==> config.mk <==
export PLATFORM = sky130hd
export DESIGN_NAME = seq_check_consumer
export DESIGN_NICKNAME = d
export VERILOG_FILES = /design/src/rtl/vr_pkg.sv /design/src/rtl/sat_counter.sv /design/src/rtl/seq_check_consumer.sv
export SDC_FILE = /design/constraint.sdc
export NUM_CORES = 1
export LEC_CHECK = 0
export ABC_AREA = 1
export CAP_MARGIN = 20
export CORE_AREA = 2 2 55 95
export CTS_CLUSTER_SIZE = 40
export DETAILED_ROUTE_END_ITERATION = 8
export DIE_AREA = 0 0 57 97
export DONT_BUFFER_PORTS = 1
export PLACE_DENSITY = 0.74
export SLEW_MARGIN = 0
export SYNTH_ARGS = -nofsm -noshare
export SYNTH_HDL_FRONTEND = slang
export SYNTH_HIERARCHICAL = 1
export SYNTH_SLANG_ARGS = --single-unit
==> constraint.sdc <==
create_clock -name clk -period 1.72 [get_ports clk]
set_input_delay 0.516 -clock clk [delete_from_list [all_inputs] [get_ports clk]]
set_output_delay 0.516 -clock clk [all_outputs]
set_load 0.005 [all_outputs]
==> src/rtl/vr_pkg.sv <==
// Shared types and widths for the valid/rdy counting-stream demo chain.
package vr_pkg;

    localparam int unsigned VR_W = 8;

    typedef enum logic [0:0] {
        C_RDY  = 1'b0,
        C_HOLD = 1'b1
    } cons_state_t;

endpackage

==> src/rtl/sat_counter.sv <==
// Up-counter that sticks at all-ones instead of wrapping.
module sat_counter #(
    parameter int unsigned WIDTH = 8
) (
    input  logic             clk,
    input  logic             rst,
    input  logic             inc,
    output logic [WIDTH-1:0] count
);

    // Count increments, holding at the maximum value.
    always_ff @(posedge clk) begin
        if (rst) begin
            count <= '0;
        end else if (inc && (count != {WIDTH{1'b1}})) begin
            count <= count + WIDTH'(1);
        end
    end

endmodule

==> src/rtl/seq_check_consumer.sv <==
// Stream sink: throttles the producer with a fixed hold pattern after each
// accepted word and checks that accepted words form a +1 sequence.
module seq_check_consumer
    import vr_pkg::*;
#(
    parameter int unsigned   W           = VR_W,
    parameter int unsigned   HOLD_CYCLES = 3,
    parameter logic [W-1:0]  START_VAL   = W'(1),
    parameter int unsigned   CNT_W       = 16
) (
    input  logic             clk,
    input  logic             rst,
    input  logic             in_valid,
    input  logic [W-1:0]     in_data,
    output logic             in_rdy,
    input  logic             stall_en,
    output logic [W-1:0]     last_data,
    output logic             acc_pulse,
    output logic             err_pulse,
    output logic             err_sticky,
    output logic [CNT_W-1:0] xfer_cnt,
    output logic [7:0]       err_cnt
);

    localparam int unsigned HC_W      = (HOLD_CYCLES > 1) ? $clog2(HOLD_CYCLES) : 1;
    localparam int unsigned HOLD_LOAD = (HOLD_CYCLES > 0) ? (HOLD_CYCLES - 1) : 0;

    cons_state_t     state;
    cons_state_t     state_nxt;
    logic [HC_W-1:0] hold_cnt;
    logic [HC_W-1:0] hold_cnt_nxt;
    logic [W-1:0]    exp_val;
    logic            xfer;
    logic            mismatch;

    assign xfer     = in_valid && in_rdy;
    assign mismatch = xfer && (in_data != exp_val);

    // State and hold counter registers.
    always_ff @(posedge clk) begin
        if (rst) begin
            state    <= C_RDY;
            hold_cnt <= '0;
        end else begin
            state    <= state_nxt;
            hold_cnt <= hold_cnt_nxt;
        end
    end

    // Next state: hold off for HOLD_CYCLES after each accepted word.
    always_comb begin
        state_nxt    = state;
        hold_cnt_nxt = hold_cnt;
        case (state)
            C_RDY: begin
                if (xfer && (HOLD_CYCLES > 0)) begin
                    state_nxt    = C_HOLD;
                    hold_cnt_nxt = HC_W'(HOLD_LOAD);
                end
            end
            C_HOLD: begin
                if (hold_cnt == '0) begin
                    state_nxt = C_RDY;
                end else begin
                    hold_cnt_nxt = hold_cnt - HC_W'(1);
                end
            end
            default: begin
                state_nxt    = C_RDY;
                hold_cnt_nxt = '0;
            end
        endcase
    end

    // Ready depends only on state and the stall hook, never on in_valid.
    always_comb begin
        in_rdy = 1'b0;
        if ((state == C_RDY) && !stall_en) begin
            in_rdy = 1'b1;
        end
    end

    // Capture, sequence check and resync of the expected value.
    always_ff @(posedge clk) begin
        if (rst) begin
            last_data  <= '0;
            acc_pulse  <= 1'b0;
            err_pulse  <= 1'b0;
            err_sticky <= 1'b0;
            exp_val    <= START_VAL;
        end else begin
            acc_pulse <= xfer;
            err_pulse <= mismatch;
            if (mismatch) begin
                err_sticky <= 1'b1;
            end
            if (xfer) begin
                last_data <= in_data;
                exp_val   <= W'(in_data + W'(1));
            end
        end
    end

    sat_counter #(.WIDTH(CNT_W)) u_xfer_cnt (
        .clk   (clk),
        .rst   (rst),
        .inc   (xfer),
        .count (xfer_cnt)
    );

    sat_counter #(.WIDTH(8)) u_err_cnt (
        .clk   (clk),
        .rst   (rst),
        .inc   (mismatch),
        .count (err_cnt)
    );

`ifndef SYNTHESIS
    // Upstream must hold its word while it is being back-pressured.
    a_data_stable: assert property (@(posedge clk) disable iff (rst)
        (in_valid && !in_rdy) |=> $stable(in_data))
        else $warning("in_data changed while stalled");
`endif

endmodule

==> flow_summary.json, run 1 <==
{
  "status": "finished clean",
  "grt_pass1_wl_um": 8970,
  "fin_area_sq_mm": 0.00264,
  "die_w_um": 57,
  "fmax_mhz": 644,
  "syn-cell-area_sq_mm": 0.00251,
  "synth-seq-cells": 46,
  "io_buffers": 0,
  "drive_gt1_share_pct": 12.9,
  "powerDensity_mw_per_mm2": 737,
  "start_util_pct": 53.2,
  "die_h_um": 97,
  "cts_tree": "built",
  "critPathRequiredTime_ns": 1.92,
  "cts_buffers": 5,
  "place_congestion": 0.880,
  "ir_drop_mv": 0.675,
  "critical_path_class": "flop to flop",
  "critPathSlowestCell": "dfxtp_1",
  "dp_hpwl_um": 3970,
  "ios": 48,
  "dieArea_sq_mm": 0.00553,
  "hold_class": "input pin to flop",
  "place_area_sq_mm": 0.00255,
  "setup_viol": 0,
  "critPathMaxFanout": 12,
  "clk_pin_slew_ns": 0.09,
  "ant_nets": 0,
  "clk_latency_ns": 0.29,
  "synthMuxAreaShare_pct": 0,
  "yosysTopAreaCell": "dfxtp_1",
  "worst_pin_slew_ns": 0.536,
  "slowest_delay_ns": 0.36,
  "routed_via_density": 5.21,
  "yosys.area_share.adder_pct": 2.00,
  "synth_xor_area_share_pct": 2.45,
  "dr.pass1.iters": 4,
  "cts_sinks": 46,
  "crit_path_frequent_cell": "nand2_1",
  "grt.overflow.total": 0,
  "syn_nets": 390,
  "cp_cell_sequence": "xnor2_1 > nand2_1 > nor2_1 > nand2_1 > inv_1 > nor2_1 > buf_4 > nand2_1 > inv_1 > nand2_1 > nand2_1 > nand2_1 > nor2_1",
  "p_leak_uw": 0.00117,
  "post_drt_wl_per_cell_um": 12.1,
  "drc": 0,
  "fin_crit_ns": 1.55,
  "grt_max_degree": 21,
  "synth-simple-area-share_pct": 41.5,
  "final_cell_mix": "nand2_1 (101), nor2_1 (71), dfxtp_1 (45)",
  "fin_util_pct": 56.1,
  "final_common_cell": "nand2_1",
  "ys_types": 32,
  "end_kind": "flop",
  "synth_top_cell_area_share_pct": 36.7,
  "wl_um": 5250,
  "netlist_top_cells_area": "dfxtp_1 (37%), nand2_1 (15%), nor2_1 (11%)",
  "synth_top_family_by_area": "simple AND/OR/NAND/NOR gates",
  "grt_pass1_vias": 2172,
  "ys_warn_count": 6,
  "cts-htree-levels": 2,
  "slew_headroom_pct": 64.2,
  "fin_crit_sh_pct": 90.3,
  "start_kind": "flop",
  "coreArea_sq_mm": 0.00471,
  "cp_top_family": "simple AND/OR/NAND/NOR gates",
  "vias": 2254,
  "gr-usage-all-layers_pct": 20.0,
  "fin_nets": 397,
  "finalHoldViolCount": 0,
  "fin_tns_setup_ns": 0,
  "cp.arrival_ns": 1.75,
  "cts_buffer_depth": 2,
  "area_growth_pct": 5.39,
  "row_count": 33,
  "antenna_found_initial": 0,
  "cts_root_buf": "clkbuf_8",
  "diodes": 0,
  "synth_cells": 374,
  "slew_viol_final": 0,
  "fin_skew_ns": 0.00764,
  "syn_area_per_cell_sq_um": 6.70,
  "cap_violations": 0,
  "drt_iter0_drc": 94,
  "rsz0062_at_grt": "false",
  "ys_seq_area_share_pct": 36.7,
  "crit_buf_inv": 3,
  "synth_compound_area_share_pct": 8.24
}
flip-flops by register name, indices dropped and copies added (netlist names):
register and cells:
acc_pulse 1, err_pulse 1, err_sticky 1, exp_val 8, hold_cnt 2, last_data 8
state 1, u_err_cnt/count 8, u_xfer_cnt/count 16
through the flow:
stage               worst slack, ns  total power, uW  hold slack (ns)  std cells
global route                 0.0627             2050            0.263        433
floorplan                   -0.0186             1320            0.407        374
detailed placement           0.0439             1350            0.424        425
global placement             0.0872             1340            0.416        425
finish                        0.167             1950            0.283        433
CTS                           0.134             1980            0.267        432
Yosys cell counts (all sizes together):
library cell and number:
xor2 3, a211oi 1, dfxtp 46, nor2 89
xnor2 4, o211a 1, or2 1, inv 42
clkbuf 1, ha 4, o21ai 15, nand3 27
nand3b 1, nand4 3, buf 6, nor3 2
nand2 107, a21oi 21
layer usage:
layer  part of all wire [%]  vias to the layer above  GRT usage (%)
met1                     40                     1015           19.9
li1                       -                     1177              -
met3                    5.3                        8           4.55
met4                    1.9                        0           8.23
met2                     53                       54           37.8
met5                      0                        -              0
layout make-up:
type	instances	area, sq um
Clock buffer	5	68.8
Clock inverter	2	10.0
Inverter	42	165
Fill cell	477	2070
Tap cell	52	65.1
Timing Repair Buffer	7	52.6
Sequential cell	46	922
Multi-Input combinational cell	279	1360
worst paths after layout:
path,cells after the start,from,slack (ns),endpoint
setup / recovery,13,exp_val[4],0.17,u_err_cnt/count[7]
hold reg to reg,1,hold_cnt[0],0.44,hold_cnt[0]
setup reg to reg,13,exp_val[4],0.17,u_err_cnt/count[7]
hold / removal,1,rst,0.28,last_data[0]
cell families after synthesis:
family          after synthesis
simple gates                230
buf+inv                      49
flops                        46
compound gates               38
xor+xnor                      7
fa+ha+maj                     4
report_power, final:
group | switching, uW | internal [uW]
registers | 30.9 | 1100
logic | 113 | 77.0
clock network | 350 | 273
total | 494 | 1450
what timing repair did:
action / CTS / global route
hold endpoints to repair: 0 / 0
hold buffers: 0 / 0
endpoints found under the setup margin: 0 / 6
resized for setup: 0 / 1
buffers inserted: 0 / 1
No activity file was read; power rests on OpenSTA's default activity.
==> run 2, diff against run 1 <==
CORE_AREA = 2 2 53 92   (was 2 2 55 95)
DIE_AREA = 0 0 55 94   (was 0 0 57 97)
HOLD_SLACK_MARGIN = 0.08   (was unset)
PLACE_DENSITY = 0.75   (was 0.74)
SYNTH_HIERARCHICAL = unset   (was 1)
==> run 2 against run 1 <==
Non-clock buffer count is 9 higher. Maximum frequency down 0.22%. Global-route usage up 0.84 points. Wire length decreased by 8.2%. Core utilization up 2.6 points. Sequential cell count unchanged. Largest power group unchanged. Clock skew down 0.0025 ns. Clock power rose by 21%. Cell area shrank 2.1%. Sequential power about the same. Power up 7.1%. Sequential share of layout area is 0.69 points higher. Highest routed layer unchanged.
==> flow_summary.json, run 2 <==
{
  "fmax_mhz": 642,
  "use_met2_pct": 38.2,
  "switching_share_pct": 23.7,
  "cts_tree": "built",
  "place_congestion": 0.837,
  "gr-usage-all-layers_pct": 20.8,
  "die_w_um": 55,
  "syn_nets": 356,
  "fin_crit_sh_pct": 90.5,
  "critPathMaxFanout": 8,
  "netlist_top_cells_area": "dfxtp_1 (39%), nand2_1 (15%), nor2_1 (7.2%)",
  "antenna_found_initial": 0,
  "routed_via_density": 5.10,
  "status": "finished clean",
  "internal-power_uw": 1590,
  "ios": 48,
  "syn-cell-area_sq_mm": 0.00235,
  "critPathSlowestCell": "dfxtp_1",
  "end_kind": "flop",
  "finalNonFillerCells": 405,
  "row_count": 32,
  "slowest_delay_ns": 0.38,
  "cap_violations": 0,
  "drt_iter0_drc": 37,
  "synth-seq-cells": 46,
  "dp_hpwl_um": 3560,
  "setup_viol": 0,
  "critical_path_class": "flop to flop",
  "ys_warn_count": 0,
  "final_cell_mix": "nand2_1 (96), dfxtp_1 (46), nor2_1 (45)",
  "finalHoldViolCount": 0,
  "synth_cells": 340,
  "slew_viol_final": 0,
  "cts_buffer_depth": 2,
  "fin_tns_setup_ns": 0,
  "synth_edf_count": 0,
  "fin_skew_ns": 0.00517,
  "grt_util_met3_pct": 4.94,
  "wl_um": 4820,
  "ant_nets": 0,
  "gr-max-usage-layer": "met2",
  "vias": 2066,
  "grt_pass1_vias": 2007,
  "ys_seq_area_share_pct": 39.2,
  "async_flop_share_pct": 0,
  "rsz0062_at_grt": "false",
  "start_util_pct": 53.3,
  "synth_common_cells": "nand2_1 (96), dfxtp_1 (46), nor2_1 (45), inv_1 (40), a21oi_1 (19)",
  "drc": 0,
  "dieArea_sq_mm": 0.00517,
  "cts_buffers": 5,
  "ir_drop_mv": 0.523,
  "hold_class": "input pin to flop",
  "powerDensity_mw_per_mm2": 806,
  "coreArea_sq_mm": 0.00440,
  "yosysTopAreaCell": "dfxtp_1",
  "power.switching_uw": 493,
  "diodes": 0,
  "final_common_cell": "nand2_1",
  "largest_reg_flops": 16,
  "dr.pass1.iters": 4,
  "p_comb_share_pct": 9.1,
  "cts-htree-levels": 2,
  "top_register": "u_xfer_cnt.count",
  "cp.arrival_ns": 1.78,
  "grt_max_degree": 23,
  "fin_crit_ns": 1.56,
  "clkPwrFrac_pct": 36.0,
  "cp_cell_sequence": "ha_1 > nand3_2 > nor3_4 > nand3_1 > nand2_2 > buf_4 > o21ai_0 > a21oi_1",
  "seq_power_share_pct": 54.9,
  "synth_top_cell_area_share_pct": 39.2,
  "grt_pass1_wl_um": 7990,
  "grtUsageMet1_pct": 20.5,
  "post_drt_wl_per_cell_um": 11.9,
  "die_h_um": 94,
  "start_kind": "flop",
  "hold_buffers": 0,
  "cts_sinks": 46,
  "grt.overflow.total": 0,
  "synth_top_flop_cell": "dfxtp_1",
  "p_leak_uw": 0.00115,
  "worst_pin_slew_ns": 0.359,
  "syn_area_per_cell_sq_um": 6.90,
  "clk_pin_slew_ns": 0.08,
  "synth.most_common_cell": "nand2_1",
  "slew_headroom_pct": 75.9,
  "critPathRequiredTime_ns": 1.94,
  "cts_root_buf": "clkbuf_8",
  "drive_gt1_share_pct": 11.0,
  "io_buffers": 0,
  "area_growth_pct": 10.2,
  "place_inst": 395,
  "ys_types": 24,
  "fin_nets": 369,
  "clk_latency_ns": 0.29
}
==> run 2: cell families after synthesis <==
| group | after synthesis | share of synthesized area [%] |
|---|---|---|
| simple gates | 169 | 29.9 |
| buf+inv | 52 | 9.06 |
| compound gates | 46 | 11.1 |
| flops | 46 | 39.2 |
| xor+xnor | 23 | 8.58 |
| fa+ha+maj | 4 | 2.13 |
==> run 2: what timing repair did <==
action,CTS,global route
setup endpoints to repair,0,3
resized for setup,0,0
buffers inserted,0,2
==> run 2: power by group through the flow <==
stage / clock network [uW] / logic [uW] / registers (uW)
after detailed placement: 0 / 187 / 1170
after floorplan: 0 / 158 / 1160
final: 751 / 190 / 1140
after global placement: 0 / 182 / 1170
after CTS: 781 / 188 / 1150
after global routing: 814 / 224 / 1150
==> run 2: path summary, 6_finish.rpt <==
kind	startpoint	endpoint	slack, ns	depth (start not counted)
min	rst	u_xfer_cnt.count[4]	0.28	1
min reg2reg	hold_cnt[0]	hold_cnt[0]	0.46	1
max	u_xfer_cnt.count[0]	u_xfer_cnt.count[0]	0.16	8
max reg2reg	u_xfer_cnt.count[0]	u_xfer_cnt.count[0]	0.16	8
==> run 2: per-layer routing <==
metal  up-vias  wire length (um)
li1       1085                 -
met1       938              1950
met2        39              2590
met3         4               230
met4         0                46
met5         -                 0
==> run 2: worst max-delay path: cells and delay by family, from the launching register on <==
family                   cells  cell delay, ns
AO/OA/AOI/OAI                2            0.20
adder cells (fa/ha/maj)      1            0.22
buffers and inverters        1            0.17
flip-flops                   1            0.38
AND/OR/NAND/NOR              4            0.53
==> run 2: final cells by class <==
cell class | count | area, sq um
fillers | 414 | 1820
multi-input cells | 242 | 1210
clock buffers | 8 | 110
repair buffers | 16 | 120
well taps | 51 | 63.8
flip-flops and latches | 46 | 921
inverters | 42 | 158
==> run 2: per-stage QoR <==
stage               setup slack, ns  hold slack [ns]  utilization, %  instance area, sq um  total power, uW
detailed placement            0.125            0.462            55.9                  2460             1360
CTS                           0.114            0.260            58.4                  2570             2110
global placement              0.126            0.436            55.9                  2460             1350
finish                        0.163            0.279            58.7                  2590             2090
global route                 0.0161            0.256            58.7                  2590             2190
floorplan                     0.198            0.426               -                  2350             1320
==> run 3, diff against run 2 <==
MAX_ROUTING_LAYER = met4   (was unset)
==> run 3 against run 2 <==
Register-to-register slack barely moved. Via count stayed put. Wire length is essentially flat.
==> flow_summary.json, run 3 (synthesized netlist as in run 2, its figures left out) <==
{
  "drive_gt1_share_pct": 11.0,
  "ir_drop_mv": 0.523,
  "setup_viol": 0,
  "end_kind": "flop",
  "worst_pin_slew_ns": 0.359,
  "hold_buffers": 0,
  "r2r-end": "u_xfer_cnt.count[0]",
  "vias": 2066,
  "coreArea_sq_mm": 0.00440,
  "status": "finished clean",
  "cts_resized": 0,
  "dr.pass1.iters": 4,
  "grt.overflow.total": 0,
  "final_cell_mix": "nand2_1 (96), dfxtp_1 (46), nor2_1 (45)",
  "die_w_um": 55,
  "fillers": 414,
  "startpoint": "u_xfer_cnt.count[0]",
  "finalHoldViolCount": 0,
  "fin_skew_ns": 0.00517,
  "dp_hpwl_um": 3560,
  "cts_buffer_depth": 2,
  "crit_buf_inv": 1,
  "r2r_slack_ns": 0.16,
  "die_h_um": 94,
  "cts_root_buf": "clkbuf_8",
  "place_congestion": 0.850,
  "fin_nets": 369,
  "final_common_cell": "nand2_1",
  "place_inst": 395,
  "cts_sinks": 46,
  "multi_input_area_sq_mm": 0.00121,
  "antenna_found_initial": 0,
  "slew_viol_final": 0,
  "fmax_mhz": 642,
  "p_leak_uw": 0.00115,
  "grt_pass1_wl_um": 7980,
  "cp_top_family": "simple AND/OR/NAND/NOR gates",
  "critical_path_class": "flop to flop",
  "drt_iter0_drc": 35,
  "grt_max_degree": 23,
  "start_kind": "flop",
  "clk_pin_slew_ns": 0.08,
  "reg2regPathDepth": 8,
  "finalNonFillerCells": 405,
  "min_path_cells": 1,
  "cp_cell_sequence": "ha_1 > nand3_2 > nor3_4 > nand3_1 > nand2_2 > buf_4 > o21ai_0 > a21oi_1",
  "regArea_sq_um": 921,
  "hold_class": "input pin to flop",
  "fin_tns_setup_ns": 0,
  "rsz0062_at_grt": "false",
  "critPathRequiredTime_ns": 1.94,
  "post_drt_wl_per_cell_um": 11.9,
  "cts_tree": "built",
  "ant_nets": 0,
  "cp.arrival_ns": 1.78,
  "regToRegStartpoint": "u_xfer_cnt.count[0]",
  "largest_reg_flops": 16,
  "cap_violations": 0,
  "hold-path-endpoint": "u_xfer_cnt.count[4]",
  "fin_crit_sh_pct": 90.5,
  "fin_crit_ns": 1.56,
  "hp-start": "rst",
  "top_register": "u_xfer_cnt.count",
  "io_buffers": 0,
  "ios": 48,
  "powerDensity_mw_per_mm2": 807,
  "dieArea_sq_mm": 0.00517,
  "gr-usage-all-layers_pct": 21.3,
  "cts-htree-levels": 2,
  "area_growth_pct": 10.2,
  "cts_buffers": 5,
  "slew_headroom_pct": 75.9,
  "clk_latency_ns": 0.29,
  "critPathMaxFanout": 8,
  "critPathSlowestCell": "dfxtp_1",
  "routed_via_density": 5.10,
  "diodes": 0,
  "wl_um": 4820,
  "grt_pass1_vias": 2007,
  "start_util_pct": 53.3,
  "slowest_delay_ns": 0.38,
  "drc": 0,
  "row_count": 32
}
==> run 3: cell counts in the layout (fill, tap and decap cells not counted) <==
Identical to the previous run, type by type.
==> run 3: final cells by class <==
type / count / share of cell area, %
Clock buffer: 8 / 4.26
Inverter: 42 / 6.10
Multi-Input combinational cell: 242 / 46.9
Sequential cell: 46 / 35.6
Tap cell: 51 / 2.47
Timing Repair Buffer: 16 / 4.64
==> run 3: metrics by stage <==
| step | instance area (sq um) | hold WS (ns) | total power, uW | utilization (%) | setup WS (ns) |
|---|---|---|---|---|---|
| 2_1_floorplan | 2350 | 0.426 | 1320 | - | 0.198 |
| 3_3_place_gp | 2460 | 0.436 | 1350 | 55.9 | 0.126 |
| 3_5_place_dp | 2460 | 0.462 | 1360 | 55.9 | 0.125 |
| 4_1_cts | 2570 | 0.260 | 2110 | 58.4 | 0.114 |
| 5_1_grt | 2590 | 0.256 | 2190 | 58.7 | 0.0161 |
| 6_report | 2590 | 0.279 | 2090 | 58.7 | 0.163 |
==> run 3: worst max path at each step <==
stage	end	depth (start not counted)
floorplan	u_xfer_cnt.count[14]	9
global placement	hold_cnt[1]	9
detailed placement	hold_cnt[1]	9
CTS	u_xfer_cnt.count[13]	8
global route	u_xfer_cnt.count[13]	8
finish	u_xfer_cnt.count[0]	8
==> run 3: repair_timing <==
action,4_1_cts,5_1_grt
endpoints found under the hold margin,0,0
buffers inserted,0,2
setup endpoints to repair,0,3
==> run 3: power by group <==
part           switching [uW]  internal, uW  leakage, uW  total (uW)
clock network             346           406    0.0000575         752
logic                     112          77.9     0.000712         190
registers                36.0          1110     0.000375        1140
total                     494          1590      0.00115        2090
==> run 3: layer usage <==
metal  share of wire, %  vias up  GRT usage (%)
met4               0.95        0           9.35
met2                 54       39           38.2
li1                   -     1085              -
met1                 40      938           20.6
met3                4.8        4           4.78
met5                  0        -              -
